`config.mk`:
```
export PLATFORM = sky130hd
export DESIGN_NAME = pc_unit
export DESIGN_NICKNAME = d
export VERILOG_FILES = /design/src/rtl/core_pkg.sv /design/src/rtl/pc_counter.sv /design/src/rtl/pc_unit.sv
export SDC_FILE = /design/constraint.sdc
export NUM_CORES = 1
export LEC_CHECK = 0
export CORE_MARGIN = 2
export CORE_UTILIZATION = 47
export DETAILED_ROUTE_END_ITERATION = 8
export PLACE_DENSITY = 0.8
export SYNTH_ARGS = -nofsm -noshare
export SYNTH_HDL_FRONTEND = slang
export SYNTH_SLANG_ARGS = --single-unit
```
`constraint.sdc`:
```
create_clock -name clk -period 7.9 [get_ports clk]
set_input_delay 1.58 -clock clk [delete_from_list [all_inputs] [get_ports clk]]
set_output_delay 1.58 -clock clk [all_outputs]
set_load 0.03 [all_outputs]
```
`src/rtl/core_pkg.sv`:
```
// Shared types and helpers for the fetch-PC logic: state encoding, step sizes
// and the instruction-alignment mask.
package core_pkg;

    typedef enum logic {
        RUN   = 1'b0,
        FAULT = 1'b1
    } pc_state_t;

    localparam int STEP_32 = 4;
    localparam int STEP_16 = 2;

    // Low-order PC bits that must be zero for a legal target.
    function automatic logic [1:0] align_low_mask(input int ialign);
        return (ialign == 16) ? 2'b01 : 2'b11;
    endfunction

endpackage

```
`src/rtl/pc_counter.sv`:
```
// Free-running wrapping counter with enable; used for cycle and instret.
module pc_counter #(
    parameter int W = 64
) (
    input  logic         clk,
    input  logic         reset,
    input  logic         en,
    output logic [W-1:0] count
);

    logic [W-1:0] count_q;
    logic [W-1:0] count_d;

    always_comb begin
        count_d = count_q;
        if (en) count_d = count_q + W'(1);
    end

    always_ff @(posedge clk or posedge reset) begin
        if (reset) count_q <= '0;
        else       count_q <= count_d;
    end

    assign count = count_q;

endmodule

```
`src/rtl/pc_unit.sv`:
```
// Fetch program counter: prioritised next-PC select, stall, misaligned-target
// fault capture, and cycle / retired-instruction counters.
//   state | meaning
//   RUN   | normal fetch, PC advances or is redirected
//   FAULT | misaligned redirect seen, PC frozen until trap_take
module pc_unit
    import core_pkg::*;
#(
    parameter int              XLEN         = 32,
    parameter logic [XLEN-1:0] RESET_VECTOR = 32'h0000_0000,
    parameter int              IALIGN       = 32,
    parameter int              CNT_W        = 64
) (
    input  logic             clk,
    input  logic             reset,
    input  logic             stall,
    input  logic             is_compressed,
    input  logic             redirect_valid,
    input  logic [XLEN-1:0]  redirect_target,
    input  logic             trap_take,
    input  logic [XLEN-1:0]  trap_vector,
    input  logic             mret,
    input  logic [XLEN-1:0]  epc,
    input  logic             retire,
    output logic [XLEN-1:0]  address,
    output logic [XLEN-1:0]  pc_plus,
    output logic             misaligned,
    output logic [XLEN-1:0]  bad_target,
    output logic [CNT_W-1:0] cycle_count,
    output logic [CNT_W-1:0] instret_count
);

    localparam logic [XLEN-1:0] MASK = {{(XLEN-2){1'b0}}, align_low_mask(IALIGN)};

    pc_state_t       state_q, state_d;
    logic [XLEN-1:0] addr_q, addr_d;
    logic [XLEN-1:0] bad_q, bad_d;
    logic [XLEN-1:0] step;
    logic            target_bad;
    logic            instret_en;

    assign step       = (IALIGN == 16 && is_compressed) ? XLEN'(STEP_16) : XLEN'(STEP_32);
    assign pc_plus    = addr_q + step;
    assign target_bad = |(redirect_target & MASK);

    always_comb begin
        state_d = state_q;
        addr_d  = addr_q;
        bad_d   = bad_q;
        unique case (state_q)
            RUN: begin
                if (trap_take) begin
                    addr_d = trap_vector & ~MASK;
                end else if (mret) begin
                    addr_d = epc & ~MASK;
                end else if (redirect_valid && !target_bad) begin
                    addr_d = redirect_target;
                end else if (redirect_valid) begin
                    bad_d   = redirect_target;
                    state_d = FAULT;
                end else if (!stall) begin
                    addr_d = pc_plus;
                end
            end
            FAULT: begin
                if (trap_take) begin
                    addr_d  = trap_vector & ~MASK;
                    state_d = RUN;
                end
            end
            default: state_d = RUN;
        endcase
    end

    always_ff @(posedge clk or posedge reset) begin
        if (reset) begin
            state_q <= RUN;
            addr_q  <= RESET_VECTOR;
            bad_q   <= '0;
        end else begin
            state_q <= state_d;
            addr_q  <= addr_d;
            bad_q   <= bad_d;
        end
    end

    assign address    = addr_q;
    assign misaligned = (state_q == FAULT);
    assign bad_target = bad_q;

    // Retirement only counts in RUN and not on the cycle a trap is taken.
    assign instret_en = retire && (state_q == RUN) && !trap_take;

    pc_counter #(.W(CNT_W)) u_cycle (
        .clk   (clk),
        .reset (reset),
        .en    (1'b1),
        .count (cycle_count)
    );

    pc_counter #(.W(CNT_W)) u_instret (
        .clk   (clk),
        .reset (reset),
        .en    (instret_en),
        .count (instret_count)
    );

endmodule

```
==> summary.md <==
| Metric | Value |
|---|---|
| Post-DRT Antenna Nets | 0 |
| Starting DRT DRC Count | 650 |
| Netlist cell types | 61 |
| Min Tclk post-route | 5.15 ns |
| Hold Violations, Final | 0 |
| Pwr dens | 197 mW/mm² |
| Total Power | between 2 and 3 mW |
| WL per Instance | 20.1 µm |
| Max-Cap Viols | 0 |
| HP Start | u_instret.count[63] |
| GRT busiest layer | met2 |
| # DRC | 0 |
| Gate Count Post-Synth | approximately 1,000 |
| Post-synth EDFFs | 0 |
| Worst path arrival time | 3.57 ns |
| PostCTS Resize Cnt | 0 |
| Initial core utilization | 47.7% |
| Synth-to-layout area growth | 40.6% |
| GRT met3 Usage | between 6 and 7% |
| Core area | 0.0209 mm² |
| Mean post-synth cell area | around 10 µm² |
| Clk_skew | around 0.016 ns |
| DR vias/cell | 5.69 |
| Total internal power | ~1.8 mW |
| CTS hold repair buffers | 0 |
| Comb power frac | about 27% |
| Total iterations of the first detailed-routing run | 5 |
| P_sw | approximately 960 µW |
| Crit Path Class | flip-flop to output pin |
| Yosys top cell area share | 48.5% |
| Largest cells by area after synthesis | dfrtp_1 48%, xnor2_1 6.9%, xor2_1 6.3%, mux2_2 3.7%, nand3_1 3.5% |
| Slowest cell delay on critical path | around 0.7 ns |
| Chip Height | 150 µm |
| CP max-delay cell | clkdlybuf4s50_1 |
| Final Cycle Share | between 60% and 70% |
| Ports | roughly 330 |
| CP startpoint kind | flip-flop |
| Clk_lat worst skew | ~0.44 ns |
| H-tree levels | 4 |
| Ys flop type | dfrtp_1 |
| Congestion Overflow GR | 0 |
| Worst Max-Slew Pin Slew | ~1.0 ns |
| Non-filler cells, final | 1,597 |
| HPWL Detailed | 24.1 mm |
| Clock Sinks | 193 |
| Final Util | about 67% |
| All-Layer GR Usage | 28.8% |
| Antenna violations before repair | 2 |
| Switch share | 34.7% |
| Static Leak | 5.89 nW |
| Placed Cells | around 1,600 |
| Clock buffer depth | 2 |
| Maximum vdd ir drop | 0.140 mV |
| HP Class | flip-flop to flip-flop |
| Dominant cell type by area after synthesis | dfrtp_1 |
| Met2 layer usage reported by global route | 45.0% |
| Crit-path max FO | 8 |
| Outcome | completed |
| Clock group share of total power | 31.3% |
| Worst setup EP type | output pin |
| Global-route wire length before repair | ~50 mm |
| Setup violators final | 0 |
| Hold EP | u_instret.count[63] |
| Post-synthesis net count | 1,107 |
| Worst-path cell chain | ha_1 > nand4_1 > nor4_4 > nand2_1 > nor3_1 > xor2_1 > clkdlybuf4s50_1 |
| Hold Slack | around 0.47 ns |
| Layout cell share with drive strength beyond 1 | 7.50% |
| R2r setup slk | 4.97 ns |
| Number of buffers created by CTS | 17 |
| Drt total wl | ~32 mm |
| Nets | 1,415 |
| CTS tree | done |
| R2R Path End | bad_target[25] |
| Hold depth | 1 |
| Netlist Area Pre-Place | between 0.009 and 0.01 mm² |
| Vias after detailed routing | a little over 9,000 |
| Fmax | 0.194 GHz |
| Post-CTS Setup Inserts | 0 |
| Seq/Total Area, Yosys | 48.5% |
| RSZ-0062 raised after global routing | no |
| R2R cell count | 4 |
| Setup TNS | 0 ns |
| Die X | about 150 µm |
| Async S/R FF share, synth | 100% |
| Reg2reg start | misaligned |
| FF+latch count, synth | between 150 and 200 |
| Max Slew Vio Count | 0 |
| Req. time, crit path | 6.32 ns |
| Gpl congestion | 0.951 |
| Vias in the first global route | 8,812 |
| Sequential fraction of design power | 41.7% |
| Port Buf Inserts | around 320 |
| Slew headroom | 30.2% |
| Die Area | 0.0224 mm² |
| Met1 GRT Util | 39.2% |
| Clock slew at reported path FFs | 0.08 ns |
| Largest net degree at the start of global routing | 139 |
| YS warnings | 0 |
| Cell Rows | between 50 and 60 |
| Root Driver | clkbuf_16 |
==> registers in the layout (all words and copies together) (netlist names) <==
signal           count
u_instret.count     64
misaligned           1
bad_target          32
address             32
u_cycle.count       64
==> power groups by stage <==
stage	sequential, mW	clock (mW)	combinational, mW
2_1_floorplan	1.30	0	0.256
3_3_place_gp	1.17	0	0.736
3_5_place_dp	1.17	0	0.744
4_1_cts	1.15	0.877	0.748
5_1_grt	1.17	0.917	0.782
6_report	1.15	0.864	0.747
==> synth_stat cells, types with 2 or more instances <==
library cell    n
a31oi_1         8
o211ai_1        6
nand4_2         2
buf_4           2
and2_1          8
xnor2_1        79
o31a_1          4
or2_2           6
nor3_1         37
or4_1           5
mux2i_1         5
o21ai_0        24
a211oi_1        5
ha_1            3
o21a_1          2
inv_1          32
nor4_2          4
mux2_2         33
nand2b_1        4
o2bb2ai_1       2
nor2_1         76
a21oi_1        35
nor4_1         26
o311a_1         2
o311ai_0        3
nand2_1        91
nand3_1        69
buf_2          13
nand4_1        34
nor4_4          3
o221ai_1        2
and4_1         10
o22ai_1        19
and3_1         24
dfrtp_1       193
or3_1           7
clkbuf_1       24
a22o_1          3
xor2_1         72
o31ai_1         2
==> placed cells by master, fill, tap and decap left out, types with 6 or more instances in the layout <==
cell type	n
clkdlybuf4s50_1	322
buf_4	6
and3_1	24
xnor2_1	79
a21oi_1	35
xor2_1	72
o211ai_1	6
or3_1	7
nand3_1	69
nand4_1	34
nor3_1	37
clkbuf_16	17
mux2_2	33
or2_2	6
nor2_1	75
inv_1	31
nor4_1	26
o21ai_0	24
o22ai_1	19
and4_1	10
dfrtp_1	193
nand2_1	91
a31oi_1	8
and2_1	8
==> metrics by stage <==
| step | worst slack (ns) | instance area [µm²] |
|---|---|---|
| after floorplan | 1.06 | 9970 |
| after global placement | 2.89 | 13400 |
| after detailed placement | 2.80 | 13400 |
| after CTS | 2.73 | 14000 |
| after global routing | 2.54 | 14000 |
| final | 2.75 | 14000 |
==> worst max-delay path, delay by kind of cell, from the launching register on <==
kind,cells,cell delay [ns]
adders and majority gates,1,0.29
buffers and inverters,1,0.71
and+or+nand+nor,4,1.45
DFF,1,0.50
xor gates and xnor gates,1,0.18
==> cell families after synthesis <==
| family | Yosys count | share of synthesized area (%) |
|---|---|---|
| AND/OR/NAND/NOR | 416 | 22.5 |
| multiplexers | 38 | 4.23 |
| adder cells (fa/ha/maj) | 3 | 0.377 |
| AO/OA/AOI/OAI | 126 | 8.07 |
| flip-flops | 193 | 48.5 |
| buffers and inverters | 72 | 2.95 |
| XOR/XNOR | 152 | 13.4 |
==> worst max path at each step <==
stage	slack, ns	cells past startpoint	startpoint	end
after floorplan	1.06	1	reset	address[0]
after global placement	2.89	6	redirect_valid	address[24]
after detailed placement	2.80	6	redirect_valid	address[24]
after CTS	2.73	7	address[2]	pc_plus[28]
after global routing	2.54	7	address[2]	pc_plus[28]
final	2.75	7	address[2]	pc_plus[28]
==> routing by layer <==
| layer | wire length (µm) | vias up |
|---|---|---|
| met2 | 15000 | 379 |
| li1 | - | 4175 |
| met5 | 13 | - |
| met4 | 996 | 2 |
| met1 | 13500 | 4463 |
| met3 | 2650 | 62 |
==> cell type report <==
| cell class | count | area [µm²] |
|---|---|---|
| Fill cell | 1716 | 6870 |
| Multi-Input combinational cell | 735 | 4850 |
| Sequential cell | 193 | 4830 |
| Timing Repair Buffer | 329 | 3270 |
| Clock buffer | 17 | 425 |
| Tap cell | 275 | 344 |
| Clock inverter | 14 | 168 |
| Inverter | 32 | 128 |
| Antenna cell | 2 | 5.00 |
(Power assumes the default switching activity.)
